**src/rtl/multicycle_ctrl_if.sv**
```systemverilog
// Handshake and control bundle between the multicycle controller and its datapath/memory.
// The master side is the controller; the slave side is the datapath and memory environment.
interface multicycle_ctrl_if;
    logic        run;
    logic [5:0]  instr_op;
    logic [5:0]  instr_fn;
    logic        zero;
    logic        mem_ready;

    logic        ir_write;
    logic        pc_write;
    logic        mem_read;
    logic        mem_write;
    logic        reg_write;
    logic        alu_src;
    logic        i_format;
    logic        sftmd;
    logic        jr;
    logic        instr_done;
    logic        illegal;
    logic [1:0]  pc_src;
    logic [1:0]  alu_op;
    logic [2:0]  state;
    logic [31:0] retired;

    modport master (
        input  run, instr_op, instr_fn, zero, mem_ready,
        output ir_write, pc_write, mem_read, mem_write, reg_write, alu_src,
               i_format, sftmd, jr, instr_done, illegal, pc_src, alu_op,
               state, retired
    );

    modport slave (
        output run, instr_op, instr_fn, zero, mem_ready,
        input  ir_write, pc_write, mem_read, mem_write, reg_write, alu_src,
               i_format, sftmd, jr, instr_done, illegal, pc_src, alu_op,
               state, retired
    );
endinterface

```
**src/rtl/multicycle_ctrl.sv**
```systemverilog
// Five-state multicycle CPU controller (IF/ID/EX/MEM/WB) with a retired-instruction counter.
// Strobes are decoded from the current state and latched opcode, plus mem_ready/zero/run where needed.
module multicycle_ctrl (
    input  logic             clock,
    input  logic             reset,
    multicycle_ctrl_if.master bus
);
    typedef enum logic [2:0] {
        S_IF  = 3'd0,
        S_ID  = 3'd1,
        S_EX  = 3'd2,
        S_MEM = 3'd3,
        S_WB  = 3'd4
    } state_t;

    state_t      state_q, state_d;
    logic [5:0]  op_q, fn_q;
    logic [31:0] retired_q;

    logic        isRtype, isJr, isBeq, isBne, isJ, isJal, isLw, isSw, isIarith;
    logic        latchInstr;
    logic        irWrite, pcWrite, memRead, memWrite, regWrite, aluSrc;
    logic        iFormat, sftmd, jrSel, instrDone, illegal;
    logic [1:0]  pcSrc, aluOp;

    assign isRtype  = (op_q == 6'b000000);
    assign isJr     = isRtype && (fn_q == 6'b001000);
    assign isBeq    = (op_q == 6'b000100);
    assign isBne    = (op_q == 6'b000101);
    assign isJ      = (op_q == 6'b000010);
    assign isJal    = (op_q == 6'b000011);
    assign isLw     = (op_q == 6'b100011);
    assign isSw     = (op_q == 6'b101011);
    assign isIarith = (op_q[5:3] == 3'b001);

    always_comb begin
        state_d    = state_q;
        latchInstr = 1'b0;
        irWrite    = 1'b0;
        pcWrite    = 1'b0;
        memRead    = 1'b0;
        memWrite   = 1'b0;
        regWrite   = 1'b0;
        aluSrc     = 1'b0;
        iFormat    = 1'b0;
        sftmd      = 1'b0;
        jrSel      = 1'b0;
        instrDone  = 1'b0;
        illegal    = 1'b0;
        pcSrc      = 2'd0;
        aluOp      = 2'b00;
        case (state_q)
            S_IF: begin
                if (bus.run) begin
                    memRead = 1'b1;
                    if (bus.mem_ready) begin
                        irWrite    = 1'b1;
                        pcWrite    = 1'b1;
                        latchInstr = 1'b1;
                        state_d    = S_ID;
                    end
                end
            end
            S_ID: state_d = S_EX;
            S_EX: begin
                // jr shares the R-type opcode, so it must be recognised first.
                if (isJr) begin
                    jrSel     = 1'b1;
                    pcWrite   = 1'b1;
                    pcSrc     = 2'd2;
                    instrDone = 1'b1;
                    state_d   = S_IF;
                end else if (isRtype) begin
                    aluOp   = 2'b10;
                    sftmd   = (fn_q[5:3] == 3'b000);
                    state_d = S_WB;
                end else if (isBeq || isBne) begin
                    aluOp     = 2'b01;
                    pcSrc     = 2'd1;
                    pcWrite   = isBeq ? bus.zero : !bus.zero;
                    instrDone = 1'b1;
                    state_d   = S_IF;
                end else if (isJ || isJal) begin
                    pcWrite   = 1'b1;
                    pcSrc     = 2'd3;
                    instrDone = isJ;
                    state_d   = isJ ? S_IF : S_WB;
                end else if (isLw || isSw) begin
                    aluSrc  = 1'b1;
                    state_d = S_MEM;
                end else if (isIarith) begin
                    aluSrc  = 1'b1;
                    iFormat = 1'b1;
                    aluOp   = 2'b10;
                    state_d = S_WB;
                end else begin
                    illegal = 1'b1;
                    state_d = S_IF;
                end
            end
            S_MEM: begin
                memRead  = isLw;
                memWrite = !isLw;
                if (bus.mem_ready) begin
                    instrDone = !isLw;
                    state_d   = isLw ? S_WB : S_IF;
                end
            end
            S_WB: begin
                regWrite  = 1'b1;
                instrDone = 1'b1;
                state_d   = S_IF;
            end
            default: state_d = S_IF;
        endcase
    end

    always_ff @(posedge clock or negedge reset) begin
        if (!reset) begin
            state_q   <= S_IF;
            op_q      <= 6'd0;
            fn_q      <= 6'd0;
            retired_q <= 32'd0;
        end else begin
            state_q   <= state_d;
            retired_q <= retired_q + {31'd0, instrDone};
            if (latchInstr) begin
                op_q <= bus.instr_op;
                fn_q <= bus.instr_fn;
            end
        end
    end

    // Reset is asynchronous, so strobes are also masked combinationally while it is held.
    assign bus.ir_write   = irWrite   && reset;
    assign bus.pc_write   = pcWrite   && reset;
    assign bus.mem_read   = memRead   && reset;
    assign bus.mem_write  = memWrite  && reset;
    assign bus.reg_write  = regWrite  && reset;
    assign bus.alu_src    = aluSrc    && reset;
    assign bus.i_format   = iFormat   && reset;
    assign bus.sftmd      = sftmd     && reset;
    assign bus.jr         = jrSel     && reset;
    assign bus.instr_done = instrDone && reset;
    assign bus.illegal    = illegal   && reset;
    assign bus.pc_src     = pcSrc & {2{reset}};
    assign bus.alu_op     = aluOp & {2{reset}};
    assign bus.state      = state_q;
    assign bus.retired    = retired_q;
endmodule

```
**src/flat_wrapper.sv**
```systemverilog
// flat-port wrapper written by rule: the top's interface ports become plain ports
module multicycle_ctrl_flat 
  (clock, reset, bus_run, bus_instr_op, bus_instr_fn, bus_zero, bus_mem_ready, bus_ir_write, bus_pc_write, bus_mem_read, bus_mem_write, bus_reg_write, bus_alu_src, bus_i_format, bus_sftmd, bus_jr, bus_instr_done, bus_illegal, bus_pc_src, bus_alu_op, bus_state, bus_retired);
  multicycle_ctrl_if bus_i ();
  input  logic clock;
  input  logic reset;
  input wire logic [$bits(bus_i.run)-1:0] bus_run;
  input wire logic [$bits(bus_i.instr_op)-1:0] bus_instr_op;
  input wire logic [$bits(bus_i.instr_fn)-1:0] bus_instr_fn;
  input wire logic [$bits(bus_i.zero)-1:0] bus_zero;
  input wire logic [$bits(bus_i.mem_ready)-1:0] bus_mem_ready;
  output wire logic [$bits(bus_i.ir_write)-1:0] bus_ir_write;
  output wire logic [$bits(bus_i.pc_write)-1:0] bus_pc_write;
  output wire logic [$bits(bus_i.mem_read)-1:0] bus_mem_read;
  output wire logic [$bits(bus_i.mem_write)-1:0] bus_mem_write;
  output wire logic [$bits(bus_i.reg_write)-1:0] bus_reg_write;
  output wire logic [$bits(bus_i.alu_src)-1:0] bus_alu_src;
  output wire logic [$bits(bus_i.i_format)-1:0] bus_i_format;
  output wire logic [$bits(bus_i.sftmd)-1:0] bus_sftmd;
  output wire logic [$bits(bus_i.jr)-1:0] bus_jr;
  output wire logic [$bits(bus_i.instr_done)-1:0] bus_instr_done;
  output wire logic [$bits(bus_i.illegal)-1:0] bus_illegal;
  output wire logic [$bits(bus_i.pc_src)-1:0] bus_pc_src;
  output wire logic [$bits(bus_i.alu_op)-1:0] bus_alu_op;
  output wire logic [$bits(bus_i.state)-1:0] bus_state;
  output wire logic [$bits(bus_i.retired)-1:0] bus_retired;
  assign bus_i.run = bus_run;
  assign bus_i.instr_op = bus_instr_op;
  assign bus_i.instr_fn = bus_instr_fn;
  assign bus_i.zero = bus_zero;
  assign bus_i.mem_ready = bus_mem_ready;
  assign bus_ir_write = bus_i.ir_write;
  assign bus_pc_write = bus_i.pc_write;
  assign bus_mem_read = bus_i.mem_read;
  assign bus_mem_write = bus_i.mem_write;
  assign bus_reg_write = bus_i.reg_write;
  assign bus_alu_src = bus_i.alu_src;
  assign bus_i_format = bus_i.i_format;
  assign bus_sftmd = bus_i.sftmd;
  assign bus_jr = bus_i.jr;
  assign bus_instr_done = bus_i.instr_done;
  assign bus_illegal = bus_i.illegal;
  assign bus_pc_src = bus_i.pc_src;
  assign bus_alu_op = bus_i.alu_op;
  assign bus_state = bus_i.state;
  assign bus_retired = bus_i.retired;
  multicycle_ctrl u_core (.clock(clock), .reset(reset), .bus(bus_i));
endmodule
```
**config.mk**
```make
export PLATFORM = sky130hd
export DESIGN_NAME = multicycle_ctrl_flat
export DESIGN_NICKNAME = d
export VERILOG_FILES = /design/src/rtl/multicycle_ctrl_if.sv /design/src/rtl/multicycle_ctrl.sv /design/src/flat_wrapper.sv
export SDC_FILE = /design/constraint.sdc
export NUM_CORES = 1
export LEC_CHECK = 0
export ABC_AREA = 1
export ABC_CLOCK_PERIOD_IN_PS = 4700
export BUFFER_PORTS_ARGS = -buffer_cell sky130_fd_sc_hd__buf_2
export CORE_MARGIN = 4
export CORE_UTILIZATION = 50
export CTS_BUF_LIST = sky130_fd_sc_hd__clkbuf_16
export CTS_CLUSTER_SIZE = 30
export DETAILED_ROUTE_END_ITERATION = 8
export HOLD_SLACK_MARGIN = 0.03
export PLACE_DENSITY = 0.77
export SYNTH_ARGS = -nofsm -noshare
export SYNTH_HDL_FRONTEND = slang
export SYNTH_SLANG_ARGS = --single-unit
```
**constraint.sdc**
```tcl
create_clock -name clock -period 4.7 [get_ports clock]
set_input_delay 0.705 -clock clock [delete_from_list [all_inputs] [get_ports clock]]
set_output_delay 0.705 -clock clock [all_outputs]
set_load 0.1 [all_outputs]
```
# Word-level counts from Yosys, hierarchy flattened
# Cells that the tools add are included.
[totals] regBits=47 latch_bits=0 ram_bits=0 romBits=0 in_bits=17 output_inout_bits=50 wordCells=111 mem_count=0
[op_classes] add_sub_neg=1 multipliers=0 n_div=0 order_cmp=0 n_eq_ne=15 n_shift=0 n_mux=68 n_bitwise=2 reduce_logical=21
[ops] operator="$mux W1" count=41
[ops] operator="$mux W3" count=11
[ops] operator="$add A32 B1 Y32" count=1
[ops] operator="$mux W2" count=12
[ops] operator="$eq A6 B2 Y1 const B" count=2
[ops] operator="$eq A6 B3 Y1 const B" count=2
[ops] operator="$eq A6 B6 Y1 const B" count=2
[ops] operator="$logic_and A1 B1 Y1" count=12
[ops] operator="$pmux W3 S4" count=1
[ops] operator="$eq A3 B1 Y1 const B" count=2
[ops] operator="$eq A3 B2 Y1 const B" count=2
[ops] operator="$eq A6 B4 Y1 const B" count=1
[ops] operator="$logic_not A3 Y1" count=2
[ops] operator="$logic_not A6 Y1" count=1
[ops] operator="$ne A2 B2 Y1 const B" count=3
[ops] operator="$and A2 B2 Y2" count=2
[ops] operator="$pmux W1 S2" count=2
[ops] operator="$eq A3 B3 Y1 const B" count=1
[ops] operator="$logic_or A1 B1 Y1" count=3
[ops] operator="$pmux W1 S3" count=1
[ops] operator="$reduce_and A3 Y1" count=1
[ops] operator="$logic_not A1 Y1" count=2

# Longest topological paths before layout
# Gate-level depths: netlist of the first run.
[logic_depth] word_depth=9 depth_mapped=16 ltp_nobuf=16

# Worst setup path after synthesis of the first run
# OpenSTA, ideal clock, no wires.
[synth_path] path_type="flip-flop to output port" start="register u_core.state_q[1], in the netlist u_core.bus.state[1]" end="output port bus_alu_op[1]" arrival_ns=4.465 t_required_ns=3.995 path_slack_ns=-0.470 stages_incl_launch_ff=6 n_path_buf=0 path_cell_list="dfrtp_1 -> inv_1 -> nor2_1 -> nand2_1 -> nor3_1 -> o21bai_1"
[synth_between] elab_chain_cells=3
[synth_rtl] item="start: declaration" line_no="multicycle_ctrl.sv:16" text="state_t state_q, state_d;"
[synth_rtl] item="start signal: assignment" line_no="multicycle_ctrl.sv:125" text="state_q <= state_d;"
[synth_rtl] item="$eq A3 B2 Y1" line_no="multicycle_ctrl.sv:52" text="case (state_q)"
[synth_rtl] item="$mux W2" line_no="multicycle_ctrl.sv:52"
[synth_rtl] item="$and A2 B2 Y2" line_no="multicycle_ctrl.sv:147" text="assign bus.alu_op = aluOp & {2{reset}};"
[synth_rtl] item="end: declaration" line_no="flat_wrapper.sv:24" text="output wire logic [$bits(bus_i.alu_op)-1:0] bus_alu_op;"
# Every way passes these cells.

# Worst setup path in the final report of the first run
[layout_path] start="register u_core.state_q[2], in the netlist u_core.bus.state[2]" end="output port bus_pc_write"
[layout_between] elab_chain_cells=3 word_cells_on_any_way=4 cone_classes="eq/ne: 1; mux: 1; reduce/logical: 2"
[layout_rtl] item="$eq A3 B2 Y1 / $logic_not A3 Y1 (equally long branches)" line_no="multicycle_ctrl.sv:52"
[layout_rtl] item="$pmux W1 S2 *" line_no="multicycle_ctrl.sv:52"
[layout_rtl] item="$logic_and A1 B1 Y1 *" line_no="multicycle_ctrl.sv:136" text="assign bus.pc_write = pcWrite && reset;"
[layout_rtl] item="end: declaration" line_no="flat_wrapper.sv:13" text="output wire logic [$bits(bus_i.pc_write)-1:0] bus_pc_write;"
# Every way passes the cells marked *; elsewhere a longest branch is shown, timed or not.

==> flow_summary.toml, run 1 <==
[cells_and_area]
design_area_sq_um = 3220
fin_nets = 425
fillers = 466
ff_latch_area_sq_um = 1180
diodes = 0
post_route_cells_drive_above_1_share = 0.256
area_growth_syn_to_layout_pct = 21.3
fin_util = 0.630
fin_cells = 477
multi_input_area_sq_um = 1350

[timing]
tightest_slew_ns = 0.582
period_needed_ns = 2.85
fin_setup_tns_ns = 0
rsz0062_at_grt = "false"
max_freq_mhz = 351
fin_skew_ns = 0.00754
slew-limit-headroom = 0.612
slew_viol_final = 0
fin_crit_sh = 0.607
finalHoldViolations = 0
setup_violations = 0

[global_route]
grt_pass1_wl_um = 10400
met2_usage = 0.348
grt_busiest_layer = "met2"
grt_use_total = 0.204
antenna_found_initial = 0
use_met1 = 0.266
grt_start_max_net_pins = 48
grt_overflow = 0
grt_pass1_vias = 2314
use_met3 = 0.0443

[synthesis]
synth_area_per_cell_sq_um = 7.96
syn-cell-area_sq_um = 2650
synthTopCellsByArea = "dfrtp_1 (44%), nand2_1 (15%), nor2_1 (5.2%)"
ys_ff_latch = 47
ys_warn_count = 0
yosys.area.top_type = "dfrtp_1"
syn_inst = 333
syn-num-nets = 352
synthMuxAreaShare = 0
synth_simple_gate_area_share = 0.383
synth_xor_xnor_area_share = 0.0826
synth_top_area_share = 0.444
seq_area_frac_synth = 0.444
ys_types = 27
synthAdderAreaFrac = 0.00944
synth_compound_area_frac = 0.0307
synth_top_family_by_area = "simple AND/OR/NAND/NOR gates"

[setup_path]
reg2reg_depth = 14
crit_path_top_delay_cell = "dfrtp_1"
path_cells = "nor2_2 -> nand2_1 -> nor2_4 -> inv_2 -> a21oi_1 -> buf_2"
critical_path.max_stage_delay_ns = 0.44
endpoint = "bus_pc_write"
path_max_fanout = 18
required_ns = 3.99
timing.rr.end = "u_core.bus.retired[26]$_DFF_PN0_"
end_kind = "primary output"
cp.arrival_ns = 2.15
r2r_slack_ns = 2.12
crit_path_start = "u_core.bus.state[2]$_DFFE_PN0P_"
start_kind = "register"
r2r_start = "u_core.op_q[4]$_DFFE_PN0P_"
worstSetupPathType = "register to primary output"

[clock_tree]
cts_resized = 0
clkTransAtPathRegs_ns = 0.06
numCtsBuffers = 5
htree_num_levels = 2
cts_tree = "done"
clk_path_buf_depth = 2
insertion_delay_ns = 0.29
cts.sinks = 47
cts_hold_buffers = 0
postCtsSetupRepairBufs = 0
root_buffer = "clkbuf_16"

[floorplanning]
die_w_um = 80.8
ioPinCount = 67
num_rows = 26
start_util = 0.519
die_height_um = 80.8
dieArea_sq_um = 6530
coreArea_sq_um = 5110

[route]
drt_iter0_drc = 145
ant_nets = 0
avgRoutedWirePerCell_um = 12.8
detail_route.vias_per_cell = 5.03
drtPass1Iterations = 4
vias = 2401
routed_wl_um = 6120
drc = 0

[placed_design]
gp_congestion = 0.914
dp.cells = 469
io_buffers = 66
place_area_sq_um = 3080
hpwl_um = 4800

[hold_path]
min_path_type = "register to register"

[pwr]
p_leak_nw = 1.70
ir_drop_v = 0.000414
power_density_nw_per_um2 = 472

[run]
cap_violations = 0

[status]
status = "finished clean"
==> synth_stat cells (all sizes together) <==
cell type  instances
dfrtp             47
nand4              5
nor2              47
nand2            110
xor2              15
buf                1
and2               1
a21oi              6
nor4               1
xnor2             10
o21bai             1
nand3             20
nor3              20
nand3b             4
o311ai             1
nor3b              1
o21ai              7
ha                 2
inv               34
==> cell usage in the layout (no fill, tap or decap), types with 2 or more instances in the layout <==
cell and instances:
nand2_2 7, ha_1 2, nor3_1 13, xor2_1 15
nor3_2 4, nor2_4 3, clkinv_1 2, o21ai_0 7
nor3_4 3, dfrtp_1 47, inv_2 5, nand2_1 103
inv_1 29, buf_2 66, a21oi_1 6, nand3b_1 4
nor2_1 37, nand3_1 18, nand3_4 2, nor2_2 6
nand4_1 5, xnor2_1 10, clkbuf_16 5
==> report_power, final <==
| group | leakage, nW | switching (mW) | internal, mW |
|---|---|---|---|
| registers | 0.612 | 0.0737 | 0.482 |
| logic | 1.02 | 0.503 | 0.127 |
| clock network | 0.0649 | 0.142 | 0.193 |
==> layout make-up <==
class | count | share of cell area
Multi-Input combinational cell | 251 | 0.419
Sequential cell | 47 | 0.366
Timing Repair Buffer | 67 | 0.105
Inverter | 34 | 0.0397
Clock buffer | 5 | 0.0389
Tap cell | 70 | 0.0272
Clock inverter | 3 | 0.00467
==> worst min path at each step <==
stage                                                start                               end  cells after the start
after floorplan                                      reset   u_core.bus.retired[0]$_DFF_PN0_                      0
after global placement    u_core.bus.retired[31]$_DFF_PN0_  u_core.bus.retired[31]$_DFF_PN0_                      1
after detailed placement  u_core.bus.retired[31]$_DFF_PN0_  u_core.bus.retired[31]$_DFF_PN0_                      1
after CTS                 u_core.bus.retired[31]$_DFF_PN0_  u_core.bus.retired[31]$_DFF_PN0_                      1
after global routing      u_core.bus.retired[31]$_DFF_PN0_  u_core.bus.retired[31]$_DFF_PN0_                      1
final                     u_core.bus.retired[31]$_DFF_PN0_  u_core.bus.retired[31]$_DFF_PN0_                      1
==> through the flow <==
| step | hold slack (ns) | power (mW) | worst slack, ns |
|---|---|---|---|
| 5_1_grt | 0.480 | 1.61 | 1.66 |
| 6_report | 0.465 | 1.52 | 1.85 |
| 3_3_place_gp | 0.457 | 1.18 | 2.07 |
| 3_5_place_dp | 0.458 | 1.19 | 2.01 |
| 4_1_cts | 0.470 | 1.53 | 1.86 |
| 2_1_floorplan | 0.409 | 1.07 | 0.208 |
==> metal layers <==
| metal | routed length (um) | part of all wire |
|---|---|---|
| met3 | 506 | 0.083 |
| met1 | 2600 | 0.42 |
| met5 | 0 | 0 |
| met4 | 82 | 0.013 |
| met2 | 2930 | 0.48 |
==> logic make-up after synthesis <==
kind of cell | after synthesis
fa+ha+maj | 2
flops | 47
xor+xnor | 25
buf+inv | 35
compound gates | 15
simple gates | 209
==> registers in the layout, indices dropped and copies added (netlist names) <==
| name | count |
|---|---|
| u_core.fn_q | 6 |
| u_core.bus.retired | 32 |
| u_core.bus.state | 3 |
| u_core.op_q | 6 |
==> worst max-delay path, delay by kind of cell (launching register included) <==
kind	cells	cell delay, ns
compound gates	1	0.16
buf+inv	2	0.58
flops	1	0.44
simple gates	3	0.68
Note: power is estimated with default switching activity, not from simulation.
==> run 2: changes to the inputs <==
--- a/config.mk
+++ b/config.mk
@@ -6,10 +6,10 @@
 export NUM_CORES = 1
 export LEC_CHECK = 0
 export ABC_AREA = 1
-export ABC_CLOCK_PERIOD_IN_PS = 4700
+export ABC_CLOCK_PERIOD_IN_PS = 2500
 export BUFFER_PORTS_ARGS = -buffer_cell sky130_fd_sc_hd__buf_2
 export CORE_MARGIN = 4
-export CORE_UTILIZATION = 50
+export CORE_UTILIZATION = 48
 export CTS_BUF_LIST = sky130_fd_sc_hd__clkbuf_16
 export CTS_CLUSTER_SIZE = 30
 export DETAILED_ROUTE_END_ITERATION = 8
==> constraint.sdc (replaced) <==
create_clock -name clock -period 2.5 [get_ports clock]
set_input_delay 0.375 -clock clock [delete_from_list [all_inputs] [get_ports clock]]
set_output_delay 0.375 -clock clock [all_outputs]
set_load 0.1 [all_outputs]
==> run 2 against run 1 <==
Effect of this change:
- first-iteration DRC count is 13% lower
- clock skew is 0.00066 ns higher
- largest cell class unchanged
- global-route usage is 2.5 points higher
- sequential power is 95% higher
- cell area is 12% higher
- worst setup slack worse by 1.7 ns
- die area is 3.7% higher
- largest power group unchanged
- clock power is 130% higher
- critical path depth is 8 higher
- combinational power is 120% higher
==> flow_summary.toml, run 2 (synthesis results as in run 1) <==
[route]
drt_iter0_drc = 126
avgRoutedWirePerCell_um = 14.5
routed_wl_um = 6980
drc = 0
detail_route.vias_per_cell = 5.14
ant_nets = 0
drtPass1Iterations = 4
vias = 2474

[timing]
fin_crit_sh = 0.937
finalHoldViolations = 0
max_freq_mhz = 427
slew_viol_final = 0
slew-limit-headroom = 0.606
setup_violations = 0
fin_skew_ns = 0.00820
tightest_slew_ns = 0.591
finalWorstSetupSlack_ns = 0.157
period_needed_ns = 2.34

[pwr]
total_power_mw = 3.25
power_density_nw_per_um2 = 900
p_clk_frac = 0.235
p_leak_nw = 1.81
ir_drop_v = 0.000800
p_sw_mw = 1.50
power_frac_seq = 0.332
pwr-share-comb = 0.433
sw_frac_of_total = 0.461
p_int_mw = 1.75

[cells_and_area]
largest_register_ffs = 32
final_cell_mix = "nand2_1 (103), buf_2 (51), dfrtp_1 (43), nor2_1 (32), inv_1 (27)"
post_route_cells_drive_above_1_share = 0.326
fin_nets = 429
diodes = 0
final_common_cell = "nand2_1"
fin_util = 0.690
area_growth_syn_to_layout_pct = 36.4
design_area_sq_um = 3620

[floorplanning]
ioPinCount = 67
die_w_um = 82.3
coreArea_sq_um = 5240
num_rows = 26
start_util = 0.506
die_height_um = 82.3
dieArea_sq_um = 6770

[global_route]
grt_pass1_wl_um = 11700
grt_use_total = 0.230
antenna_found_initial = 0
grt_start_max_net_pins = 48
grt_pass1_vias = 2474
grt_overflow = 0

[placed_design]
io_buffers = 66
place_area_sq_um = 3400
hpwl_um = 5450
dp_slack_ns = -0.00223
gp_congestion = 0.883

[clock_tree]
cts.sinks = 47
numCtsBuffers = 5
clk_path_buf_depth = 2
clkTransAtPathRegs_ns = 0.07
root_buffer = "clkbuf_16"
cts_tree = "done"
insertion_delay_ns = 0.29
cts_hold_buffers = 0
postCtsSetupRepairBufs = 0
htree_num_levels = 2

[setup_path]
cp.arrival_ns = 2.53
required_ns = 2.68
end_kind = "register"
path_max_fanout = 7
worstSetupPathType = "register to register"
start_kind = "register"
reg2reg_depth = 14

[run]
cap_violations = 0

[status]
status = "finished clean"

[hold_path]
min_path_type = "primary input to async pin"
## run 2: cell count changes in the layout (fill, tap and decap cells not counted), moves of 4 or more
cell	previous run	this run
buf_4	1	5
buf_2	66	51
nor2_1	37	32
buf_12	0	15
dfrtp_1	47	43
## run 2: cell type report
type,count,area [sq um]
Clock buffer,5,125
Clock inverter,3,46.3
Fill cell,419,1620
Inverter,34,128
Multi-Input combinational cell,251,1450
Sequential cell,47,1190
Tap cell,70,87.6
Timing Repair Buffer,71,593
## run 2: final timing paths
path / end / slack (ns) / startpoint
min reg2reg: u_core.bus.retired[31]$_DFF_PN0_ / 0.47 / u_core.bus.retired[31]$_DFF_PN0_
max: u_core.bus.retired[24]$_DFF_PN0_ / 0.16 / u_core.fn_q[5]$_DFFE_PN0P_
min in group clock: u_core.fn_q[4]$_DFFE_PN0P_ / 0.29 / bus_instr_fn[4]
max in group asynchronous: u_core.bus.state[1]$_DFFE_PN0P_ / 1.79 / reset
max reg2reg: u_core.bus.retired[24]$_DFF_PN0_ / 0.16 / u_core.fn_q[5]$_DFFE_PN0P_
min: u_core.bus.retired[21]$_DFF_PN0_ / 0.26 / reset
## run 2: metal layers
metal	up-vias	share of wire	GRT usage
li1	1218	-	-
met1	1156	0.43	0.292
met5	-	0	0
met2	86	0.49	0.395
met3	14	0.063	0.0466
met4	0	0.021	0.0631
## run 2: power groups by stage
stage	registers [mW]	clock network [mW]	logic [mW]
6_report	1.08	0.765	1.41
5_1_grt	1.11	0.814	1.51
4_1_cts	1.07	0.777	1.38
3_5_place_dp	1.07	0	1.37
3_3_place_gp	1.06	0	1.34
2_1_floorplan	1.41	0	0.661
## run 2: per-stage QoR
stage	setup TNS [ns]	instances	hold WS, ns
3_5_place_dp	-0.00223	473	0.464
5_1_grt	-0.0221	481	0.312
4_1_cts	0	481	0.283
6_report	0	481	0.262
2_1_floorplan	-0.953	333	0.0794
3_3_place_gp	0	473	0.457
## run 2: critical path, stage by stage (launching register included)
cell	delay (ns)
dfrtp_1	0.37
nor2_1	0.21
nand3_2	0.17
nor2_2	0.14
o21ai_1	0.10
nand2_1	0.07
ha_2	0.20
ha_2	0.22
nand3_4	0.11
nor2_4	0.18
inv_2	0.08
nor2_8	0.16
nand3_1	0.09
nand2_1	0.08
nand2_1	0.05
## run 2: what timing repair did
action / 4_1_cts / 5_1_grt
pin swaps: 0 / 2
gates resized for setup: 2 / 9
endpoints found under the setup margin: 3 / 7
==> run 3: changes to the inputs <==
--- a/config.mk
+++ b/config.mk
@@ -8,6 +8,7 @@
 export ABC_AREA = 1
 export ABC_CLOCK_PERIOD_IN_PS = 2500
 export BUFFER_PORTS_ARGS = -buffer_cell sky130_fd_sc_hd__buf_2
+export CORE_ASPECT_RATIO = 1.5
 export CORE_MARGIN = 4
 export CORE_UTILIZATION = 48
 export CTS_BUF_LIST = sky130_fd_sc_hd__clkbuf_16
@@ -15,6 +16,7 @@
 export DETAILED_ROUTE_END_ITERATION = 8
 export HOLD_SLACK_MARGIN = 0.03
 export PLACE_DENSITY = 0.77
+export REMOVE_ABC_BUFFERS = 1
 export SYNTH_ARGS = -nofsm -noshare
 export SYNTH_HDL_FRONTEND = slang
 export SYNTH_SLANG_ARGS = --single-unit
==> run 3 against run 2 <==
Effect of this change:
- global-route usage down 0.73 points
- non-clock buffer count rose by 1
- clock skew fell by 0.0035 ns
- sequential cell count stayed put
- via count fell by 0.36%
- register-to-register slack better by 0.03 ns
- count of clock-buffer cells in the layout is the same
- critical path depth fell by 8
- combinational power is 4% lower
- core utilization is 2.3 points lower
- first-iteration DRC count is 40% higher
- critical endpoint is now bus_pc_src[1]
==> flow_summary.toml, run 3 (synthesis results as in run 1) <==
[clock_tree]
htree_num_levels = 2
clkTransAtPathRegs_ns = 0.06
cts.sinks = 47
root_buffer = "clkbuf_16"
numCtsBuffers = 5
clk_path_buf_depth = 2
insertion_delay_ns = 0.28
cts_tree = "done"
cts_hold_buffers = 0

[pwr]
total_power_mw = 3.04
sw_frac_of_total = 0.466
p_clk_frac = 0.209
ir_drop_v = 0.000703
pwr-share-comb = 0.442
power_density_nw_per_um2 = 869
power_frac_seq = 0.349
p_int_mw = 1.62
p_sw_mw = 1.42
p_leak_nw = 1.77

[timing]
whs_ns = 0.289
period_needed_ns = 2.31
max_freq_mhz = 432
fin_setup_tns_ns = 0
fin_skew_ns = 0.00466
slew_viol_final = 0
setup_violations = 0
slew-limit-headroom = 0.608
tightest_slew_ns = 0.588
fin_crit_sh = 0.926
finalHoldViolations = 0

[floorplanning]
num_rows = 32
ioPinCount = 67
coreArea_sq_um = 5250
die_height_um = 99
start_util = 0.505
dieArea_sq_um = 6800
die_w_um = 68.7

[cells_and_area]
post_route_cells_drive_above_1_share = 0.277
fin_nets = 430
final_common_cell = "nand2_1"
final_cell_mix = "nand2_1 (103), buf_2 (51), dfrtp_1 (46), nor2_1 (34), inv_1 (31)"
largest_register_ffs = 32
fin_cells = 480
fillers = 424
ff_latch_area_sq_um = 1180
area_growth_syn_to_layout_pct = 32.2
diodes = 0
multi_input_area_sq_um = 1370

[route]
avgRoutedWirePerCell_um = 14.3
drt_iter0_drc = 177
detail_route.vias_per_cell = 5.14
ant_nets = 0
routed_wl_um = 6870
drtPass1Iterations = 4
vias = 2465
drc = 0

[global_route]
grt_start_max_net_pins = 48
grt_pass1_wl_um = 11600
grt_pass1_vias = 2608
grt_overflow = 0
grt_use_total = 0.222
antenna_found_initial = 0

[setup_path]
end_kind = "primary output"
path_max_fanout = 6
start_kind = "register"
cp.arrival_ns = 1.94
worstSetupPathType = "register to primary output"
required_ns = 2.12

[status]
status = "finished clean"

[run]
cap_violations = 0

[placed_design]
gp_congestion = 0.939
hpwl_um = 5480
dp.cells = 471
io_buffers = 66

[hold_path]
min_path_type = "primary input to async pin"
run 3: timing repair:
action,in CTS,in global routing
buffers inserted,0,1
pin swaps,0,2
gates resized for setup,1,9
endpoints found under the setup margin,3,12
run 3: power groups by stage:
| stage | clock [mW] | combinational, mW | sequential (mW) |
|---|---|---|---|
| 2_1_floorplan | 0 | 0.610 | 1.40 |
| 3_3_place_gp | 0 | 1.30 | 1.05 |
| 3_5_place_dp | 0 | 1.33 | 1.05 |
| 4_1_cts | 0.648 | 1.33 | 1.04 |
| 5_1_grt | 0.693 | 1.45 | 1.08 |
| 6_report | 0.636 | 1.35 | 1.06 |
run 3: cell type report:
class / count / share of cell area
Sequential cell: 47 / 0.336
Timing Repair Buffer: 72 / 0.171
Clock buffer: 5 / 0.0357
Clock inverter: 3 / 0.00357
Inverter: 34 / 0.0364
Tap cell: 68 / 0.0243
Multi-Input combinational cell: 251 / 0.392
run 3: layer usage:
layer / wire, um / up-vias / GRT usage
li1: - / 1218 / -
met4: 313 / 0 / 0.126
met5: 0 / - / 0
met1: 2490 / 1125 / 0.246
met2: 3640 / 95 / 0.376
met3: 428 / 27 / 0.0490
run 3: metrics by stage:
step | worst slack (ns) | instance area (sq um) | util
4_1_cts | 0.00258 | 3460 | 0.660
3_5_place_dp | -0.0228 | 3320 | 0.634
5_1_grt | -0.00746 | 3500 | 0.668
3_3_place_gp | 0.143 | 3320 | 0.634
6_report | 0.185 | 3500 | 0.668
2_1_floorplan | -2.34 | 2650 | -
run 3: critical path, stage by stage, from the launching register on:
cell and delay [ns]:
dfrtp_1 0.44, nor2_4 0.16, nand3_1 0.14, buf_4 0.18, and2_1 0.14, nor3b_1 0.36, buf_12 0.23
run 3: path summary, 6_finish.rpt:
kind	from	end	slack, ns	depth (start not counted)
max	u_core.op_q[4]$_DFFE_PN0P_	bus_pc_src[1]	0.19	6
min	reset	u_core.bus.state[0]$_DFFE_PN0P_	0.29	2
max reg2reg	u_core.op_q[4]$_DFFE_PN0P_	u_core.bus.retired[18]$_DFF_PN0_	0.19	13
min reg2reg	u_core.bus.retired[31]$_DFF_PN0_	u_core.bus.retired[31]$_DFF_PN0_	0.47	1
max in group asynchronous	reset	u_core.op_q[1]$_DFFE_PN0P_	1.79	2
min in group clock	bus_instr_fn[0]	u_core.fn_q[0]$_DFFE_PN0P_	0.29	3
